==> config.mk <==
export PLATFORM = sky130hd
export DESIGN_NAME = serial_char_transmitter_flat
export DESIGN_NICKNAME = d
export VERILOG_FILES = /design/src/rtl/serial_link_pkg.sv /design/src/rtl/serial_char_transmitter_if.sv /design/src/rtl/bit_period_timer.sv /design/src/rtl/serial_char_transmitter.sv /design/src/flat_wrapper.sv
export SDC_FILE = /design/constraint.sdc
export NUM_CORES = 1
export LEC_CHECK = 0
export BUFFER_PORTS_ARGS = -buffer_cell sky130_fd_sc_hd__buf_2
export CORE_MARGIN = 8
export CORE_UTILIZATION = 34
export DETAILED_ROUTE_END_ITERATION = 8
export GPL_ROUTABILITY_DRIVEN = 0
export PLACE_DENSITY_LB_ADDON = 0.1
export SLEW_MARGIN = 10
export SYNTH_ARGS = -nofsm -noshare
export SYNTH_HDL_FRONTEND = slang
export SYNTH_SLANG_ARGS = --single-unit
==> constraint.sdc <==
create_clock -name clk -period 4.1 [get_ports clk]
set_input_delay 0.41 -clock clk [delete_from_list [all_inputs] [get_ports clk]]
set_output_delay 0.41 -clock clk [all_outputs]
set_load 0.1 [all_outputs]
==> src/rtl/serial_link_pkg.sv <==
// serial_link_pkg: encodings, line levels and default geometry shared by the
// transmit and receive sides of the serial character link.
package serial_link_pkg;
   typedef enum logic [1:0] {
      IDLE  = 2'd0,
      START = 2'd1,
      DATA  = 2'd2,
      STOP  = 2'd3
   } state_t;
   localparam logic IDLE_LEVEL  = 1'b1;
   localparam logic START_LEVEL = 1'b0;
   localparam logic STOP_LEVEL  = 1'b1;
   localparam int DEF_DATA_BITS    = 8;
   localparam int DEF_CLKS_PER_BIT = 16;
endpackage

==> src/rtl/serial_char_transmitter_if.sv <==
// serial_char_transmitter_if: character-source handshake and line outputs of the transmitter.
interface serial_char_transmitter_if
   import serial_link_pkg::*;
   #(parameter int DATA_BITS = DEF_DATA_BITS);
   logic                 enable;
   logic                 load;
   logic [DATA_BITS-1:0] charIn;
   logic                 serialOut;
   logic                 busy;
   logic                 bitSent;
   logic                 characterSent;
   modport master (output enable, load, charIn, input serialOut, busy, bitSent, characterSent);
   modport slave  (input enable, load, charIn, output serialOut, busy, bitSent, characterSent);
endinterface

==> src/rtl/bit_period_timer.sv <==
// bit_period_timer: counts clocks within one bit time while run is high and
// flags the last (and next-to-last) cycle of each bit period.
module bit_period_timer
   import serial_link_pkg::*;
   #(parameter int CLKS_PER_BIT = DEF_CLKS_PER_BIT)
   (
   input  logic clk,
   input  logic reset,
   input  logic run,
   output logic period_done,
   output logic period_pre_done
);
   localparam int TW = $clog2(CLKS_PER_BIT);
   logic [TW-1:0] tick_q, tick_d;
   assign period_done     = tick_q == TW'(CLKS_PER_BIT - 1);
   assign period_pre_done = tick_q == TW'(CLKS_PER_BIT - 2);
   always_comb tick_d = (!run || period_done) ? '0 : tick_q + TW'(1);
   always_ff @(posedge clk or negedge reset)
      if (!reset) tick_q <= '0;
      else        tick_q <= tick_d;
endmodule

==> src/rtl/serial_char_transmitter.sv <==
// serial_char_transmitter: frames a parallel character as start, LSB-first data
// and stop bits on a registered serial line, each bit held CLKS_PER_BIT clocks.
module serial_char_transmitter
   import serial_link_pkg::*;
   #(
   parameter int DATA_BITS    = DEF_DATA_BITS,
   parameter int CLKS_PER_BIT = DEF_CLKS_PER_BIT
   )
   (
   input logic                      clk,
   input logic                      reset,
   serial_char_transmitter_if.slave bus
);
   localparam int BW = $clog2(DATA_BITS) + 1;
   state_t               state_q, state_d;
   logic [DATA_BITS-1:0] shift_q, shift_d, shift_nx;
   logic [BW-1:0]        bit_cnt_q, bit_cnt_d;
   logic                 ser_q, ser_d;
   logic                 busy_q, busy_d;
   logic                 bit_sent_q, bit_sent_d;
   logic                 char_sent_q, char_sent_d;
   logic                 period_done, period_pre_done;
   bit_period_timer #(.CLKS_PER_BIT(CLKS_PER_BIT)) u_timer (
      .clk             (clk),
      .reset           (reset),
      .run             (bus.enable && state_q != IDLE),
      .period_done     (period_done),
      .period_pre_done (period_pre_done)
   );
   assign shift_nx = shift_q >> 1;
   always_comb begin
      state_d     = state_q;
      shift_d     = shift_q;
      bit_cnt_d   = bit_cnt_q;
      ser_d       = ser_q;
      busy_d      = busy_q;
      // bitSent is registered, so it is raised one cycle ahead of the bit's last clock
      bit_sent_d  = bus.enable && state_q == DATA && period_pre_done;
      char_sent_d = 1'b0;
      if (!bus.enable) begin
         state_d = IDLE;
         ser_d   = IDLE_LEVEL;
         busy_d  = 1'b0;
      end else begin
         case (state_q)
            IDLE: if (bus.load) begin
               shift_d = bus.charIn;
               state_d = START;
               ser_d   = START_LEVEL;
               busy_d  = 1'b1;
            end
            START: if (period_done) begin
               state_d   = DATA;
               ser_d     = shift_q[0];
               bit_cnt_d = '0;
            end
            DATA: if (period_done) begin
               shift_d   = shift_nx;
               bit_cnt_d = bit_cnt_q + BW'(1);
               state_d   = (bit_cnt_q == BW'(DATA_BITS - 1)) ? STOP : DATA;
               ser_d     = (bit_cnt_q == BW'(DATA_BITS - 1)) ? STOP_LEVEL : shift_nx[0];
            end
            STOP: if (period_done) begin
               state_d     = IDLE;
               busy_d      = 1'b0;
               char_sent_d = 1'b1;
            end
         endcase
      end
   end
   always_ff @(posedge clk or negedge reset) begin
      if (!reset) begin
         state_q     <= IDLE;
         shift_q     <= '0;
         bit_cnt_q   <= '0;
         ser_q       <= IDLE_LEVEL;
         busy_q      <= 1'b0;
         bit_sent_q  <= 1'b0;
         char_sent_q <= 1'b0;
      end else begin
         state_q     <= state_d;
         shift_q     <= shift_d;
         bit_cnt_q   <= bit_cnt_d;
         ser_q       <= ser_d;
         busy_q      <= busy_d;
         bit_sent_q  <= bit_sent_d;
         char_sent_q <= char_sent_d;
      end
   end
   assign bus.serialOut     = ser_q;
   assign bus.busy          = busy_q;
   assign bus.bitSent       = bit_sent_q;
   assign bus.characterSent = char_sent_q;
endmodule

==> src/flat_wrapper.sv <==
// flat-port wrapper written by rule: the top's interface ports become plain ports
module serial_char_transmitter_flat import serial_link_pkg::*;
#(
   parameter int DATA_BITS    = DEF_DATA_BITS,
   parameter int CLKS_PER_BIT = DEF_CLKS_PER_BIT
   )
  (clk, reset, bus_enable, bus_load, bus_charIn, bus_serialOut, bus_busy, bus_bitSent, bus_characterSent);
  serial_char_transmitter_if #(.DATA_BITS(DATA_BITS)) bus_i ();
  input logic clk;
  input logic reset;
  input wire logic [$bits(bus_i.enable)-1:0] bus_enable;
  input wire logic [$bits(bus_i.load)-1:0] bus_load;
  input wire logic [$bits(bus_i.charIn)-1:0] bus_charIn;
  output wire logic [$bits(bus_i.serialOut)-1:0] bus_serialOut;
  output wire logic [$bits(bus_i.busy)-1:0] bus_busy;
  output wire logic [$bits(bus_i.bitSent)-1:0] bus_bitSent;
  output wire logic [$bits(bus_i.characterSent)-1:0] bus_characterSent;
  assign bus_i.enable = bus_enable;
  assign bus_i.load = bus_load;
  assign bus_i.charIn = bus_charIn;
  assign bus_serialOut = bus_i.serialOut;
  assign bus_busy = bus_i.busy;
  assign bus_bitSent = bus_i.bitSent;
  assign bus_characterSent = bus_i.characterSent;
  serial_char_transmitter #(.DATA_BITS(DATA_BITS), .CLKS_PER_BIT(CLKS_PER_BIT)) u_core (.clk(clk), .reset(reset), .bus(bus_i));
endmodule
==> results by group <==
Run status
  – Status: complete, no violations

Power
  – Power per cell area: 670.4 nW/um^2
  – Leakage power: 0.6445 nW
  – Max rail drop VDD: 0.0004323 V

Yosys
  – Mux contribution to synthesized area: 5.523%
  – Syn. warnings: 0
  – Area leader, netlist: dfrtp_1
  – Synth Flop Type: dfrtp_1
  – Area contributors post-synth: dfrtp_1 41%, ha_1 7.9%, mux2i_1 5.5%
  – Number of synthesized flops with an enable pin: 0
  – Largest family of logic cells by synthesized area: compound AO/OA/AOI/OAI gates
  – Seq/Total Area, Yosys: 43.49%
  – Synth Area in XOR/XNOR: 1.381%
  – Syn Inst Count: 124
  – Post-synth ARST share: 100.0%
  – Simple-Gate Fraction of Synth Area: 18.54%
  – Synth Area in Compound Gates: 18.84%
  – Post-synthesis cell type count: 42
  – FF+latch count, synth: 22
  – Share of the synthesized area in the top cell type: 41.42%
  – Syn avg cell area: 10.23 um^2
  – Synth Area in Adders: 7.890%
  – Netlist Area Pre-Place: 1269 um^2
  – Syn Nets: 144

Setup path
  – CP endpoint kind: flip-flop
  – Crit path cell chain: inv_1 -> ha_1 -> and2b_4 -> o211ai_4 -> o21ai_1
  – CP required: 4.24 ns
  – Slowest-stage cell, CP: ha_1
  – CP arrival: 2.35 ns
  – Maximum cell stage delay along the critical path: 0.80 ns
  – Startpoint types: flip-flop
  – Crit path kind: flip-flop to flip-flop
  – Crit Path Max Fanout: 23

Job
  – Max-cap viol count: 0

Route
  – Routed WL: 2566 um
  – Pre-antenna DRT Iters: 4
  – Via count: 925
  – Vias/cell: 4.973
  – Detailed Route Iter0 Violations: 58
  – Routed len/inst: 13.80 um
  – DRC: 0
  – Final ANT Viol Nets: 0

Global routing
  – Largest net degree at the start of global routing: 24
  – Grt ovf: 0
  – First-pass GRT wire length: 4491 um
  – Initial antenna violation count: 0
  – Routing usage on met2: 14.78%
  – Gr busiest metal: met2
  – Met1 usage: 11.21%
  – GRT Util Overall: 9.159%
  – Vias in the first global route: 965
  – M3 GR Usage: 3.030%

Clock network
  – CTS clk-pin slew, worst paths: 0.08 ns
  – CTS sink count: 22
  – Cts bufs inserted: 3
  – H-tree Lvls: 1
  – Clock Latency Late Sink: 0.26 ns
  – Post-cts sizing count: 0
  – CTS max path bufs: 2
  – Post-CTS setup buffers: 0
  – Hold buffers post-CTS: 0
  – CTS tree: yes
  – Root Buffer: clkbuf_8

Timing
  – Slew @ Worst Pin: 0.9547 ns
  – Min cycle time layout: 2.203 ns
  – RSZ-0062 raised after global routing: false
  – Post-route clock period utilization: 53.72%
  – Hold WS: 0.09938 ns
  – Clock Skew: 0.001319 ns
  – Final setup fails: 0
  – Fin Setup TNS: 0 ns
  – Rel. slew slack: 36.35%
  – Final WS setup: 1.897 ns
  – F_max: 0.4540 GHz
  – Hold Vio Cnt, Final: 0
  – Fin. max-slew vios: 0

Floorplan
  – Die Span Y: 77.09 um
  – Num ports: 16
  – Starting Density: 34.92%
  – Die area: 5942 um^2
  – Die width: 77.09 um
  – Core Region: 3633 um^2
  – FP Rows: 22

Placed design
  – DP Worst Slack: 1.883 ns
  – Hpwl dp: 1859 um
  – PortBufs: 15

Cells and area
  – Final #Nets: 159
  – Area grow syn2layout: 13.12%
  – Fillers: 390
  – Diode count: 0
  – Layout cells sized above 1: 20.29%

Min path
  – Hold Path Class: input port to async pin
-- cell families (layout without fill, tap and decap cells) --
logic type | count (synthesis) | count (layout)
DFF | 22 | 22
and+or+nand+nor | 46 | 46
buffers and inverters | 9 | 23
xor gates and xnor gates | 2 | 2
AOI/OAI and AO/OA | 30 | 30
muxes | 7 | 7
adders and majority gates | 8 | 8
-- stage by stage --
| step | utilization [%] | power [mW] | cells | cell area (um^2) |
|---|---|---|---|---|
| 2_1_floorplan | - | 0.6991 | 124 | 1269 |
| 3_3_place_gp | 37.53 | 0.7560 | 182 | 1364 |
| 3_5_place_dp | 37.53 | 0.7643 | 182 | 1364 |
| 4_1_cts | 39.50 | 0.9736 | 186 | 1435 |
| 5_1_grt | 39.50 | 1.036 | 186 | 1435 |
| 6_report | 39.50 | 0.9621 | 186 | 1435 |
-- cells in the final DEF, fill, tap and decap left out, drive strengths merged, types with 2 or more instances in the layout --
master,Yosys,routed
a21o,2,2
buf,5,15
and3,2,2
nor2,6,6
o211ai,2,2
mux2i,7,7
dfrtp,21,21
nand4,2,2
nand2b,2,2
a21oi,5,5
ha,8,8
nor2b,2,2
o21ai,13,13
nand3,6,6
clkbuf,0,3
nand2,19,19
inv,4,4
-- worst paths after layout --
path	start	end	cells after the start	slack [ns]
setup reg to reg	u_core.state_q[0]	u_core.shift_q[1]	5	1.90
min in group clk	bus_charIn[4]	u_core.shift_q[4]	3	0.41
setup / recovery	u_core.state_q[0]	u_core.shift_q[1]	5	1.90
hold / removal	reset	u_core.u_timer.tick_q[0]	1	0.1
hold reg to reg	u_core.shift_q[6]	u_core.shift_q[6]	2	0.49
max in group asynchronous	reset	u_core.bus.serialOut	1	3.65
-- critical path, delay by kind of cell (launching register included) --
family          cells  cell delay [ns]
compound gates      2             0.46
fa+ha+maj           1             0.80
buf+inv             1             0.12
flops               1             0.40
simple gates        1             0.29
-- routing by layer --
layer	vias to the layer above	wire (um)
li1	465	-
met1	445	1329
met2	13	1112
met3	2	97
met4	0	26
met5	-	0
-- state kept, by name, summed over array words and instances (netlist names) --
name,cells
u_core.bus.busy,1
u_core.shift_q,8
u_core.state_q,2
u_core.bus.characterSent,1
u_core.bit_cnt_q,4
u_core.bus.serialOut,1
u_core.bus.bitSent,1
u_core.u_timer.tick_q,4
-- final cells by class --
| cell class | count | area, um^2 | share of cell area, % |
|---|---|---|---|
| flip-flops and latches | 22 | 551.8 | 38.45 |
| repair buffers | 15 | 75.07 | 5.231 |
| inverters | 4 | 15.01 | 1.046 |
| clock buffers | 3 | 41.29 | 2.877 |
| clock inverters | 1 | 30.03 | 2.092 |
| multi-input cells | 93 | 661.9 | 46.12 |
| well taps | 48 | 60.06 | 4.185 |
-- cells in the mapped netlist (2+ instances only) --
library cell / n
a21o_1: 2
a21oi_1: 4
and3_1: 2
buf_2: 2
buf_6: 2
dfrtp_1: 21
ha_1: 8
inv_1: 4
mux2i_1: 7
nand2_1: 18
nand2b_1: 2
nand3_1: 5
nand4_1: 2
nor2_1: 6
nor2b_1: 2
o21ai_0: 2
o21ai_1: 10
-- report_power, final --
group          switching, mW  internal (mW)  leakage [nW]
registers             0.0481          0.284         0.287
clock network         0.0758          0.130        0.0357
logic                  0.267          0.157         0.322
Note: power is estimated with default switching activity, not from simulation.
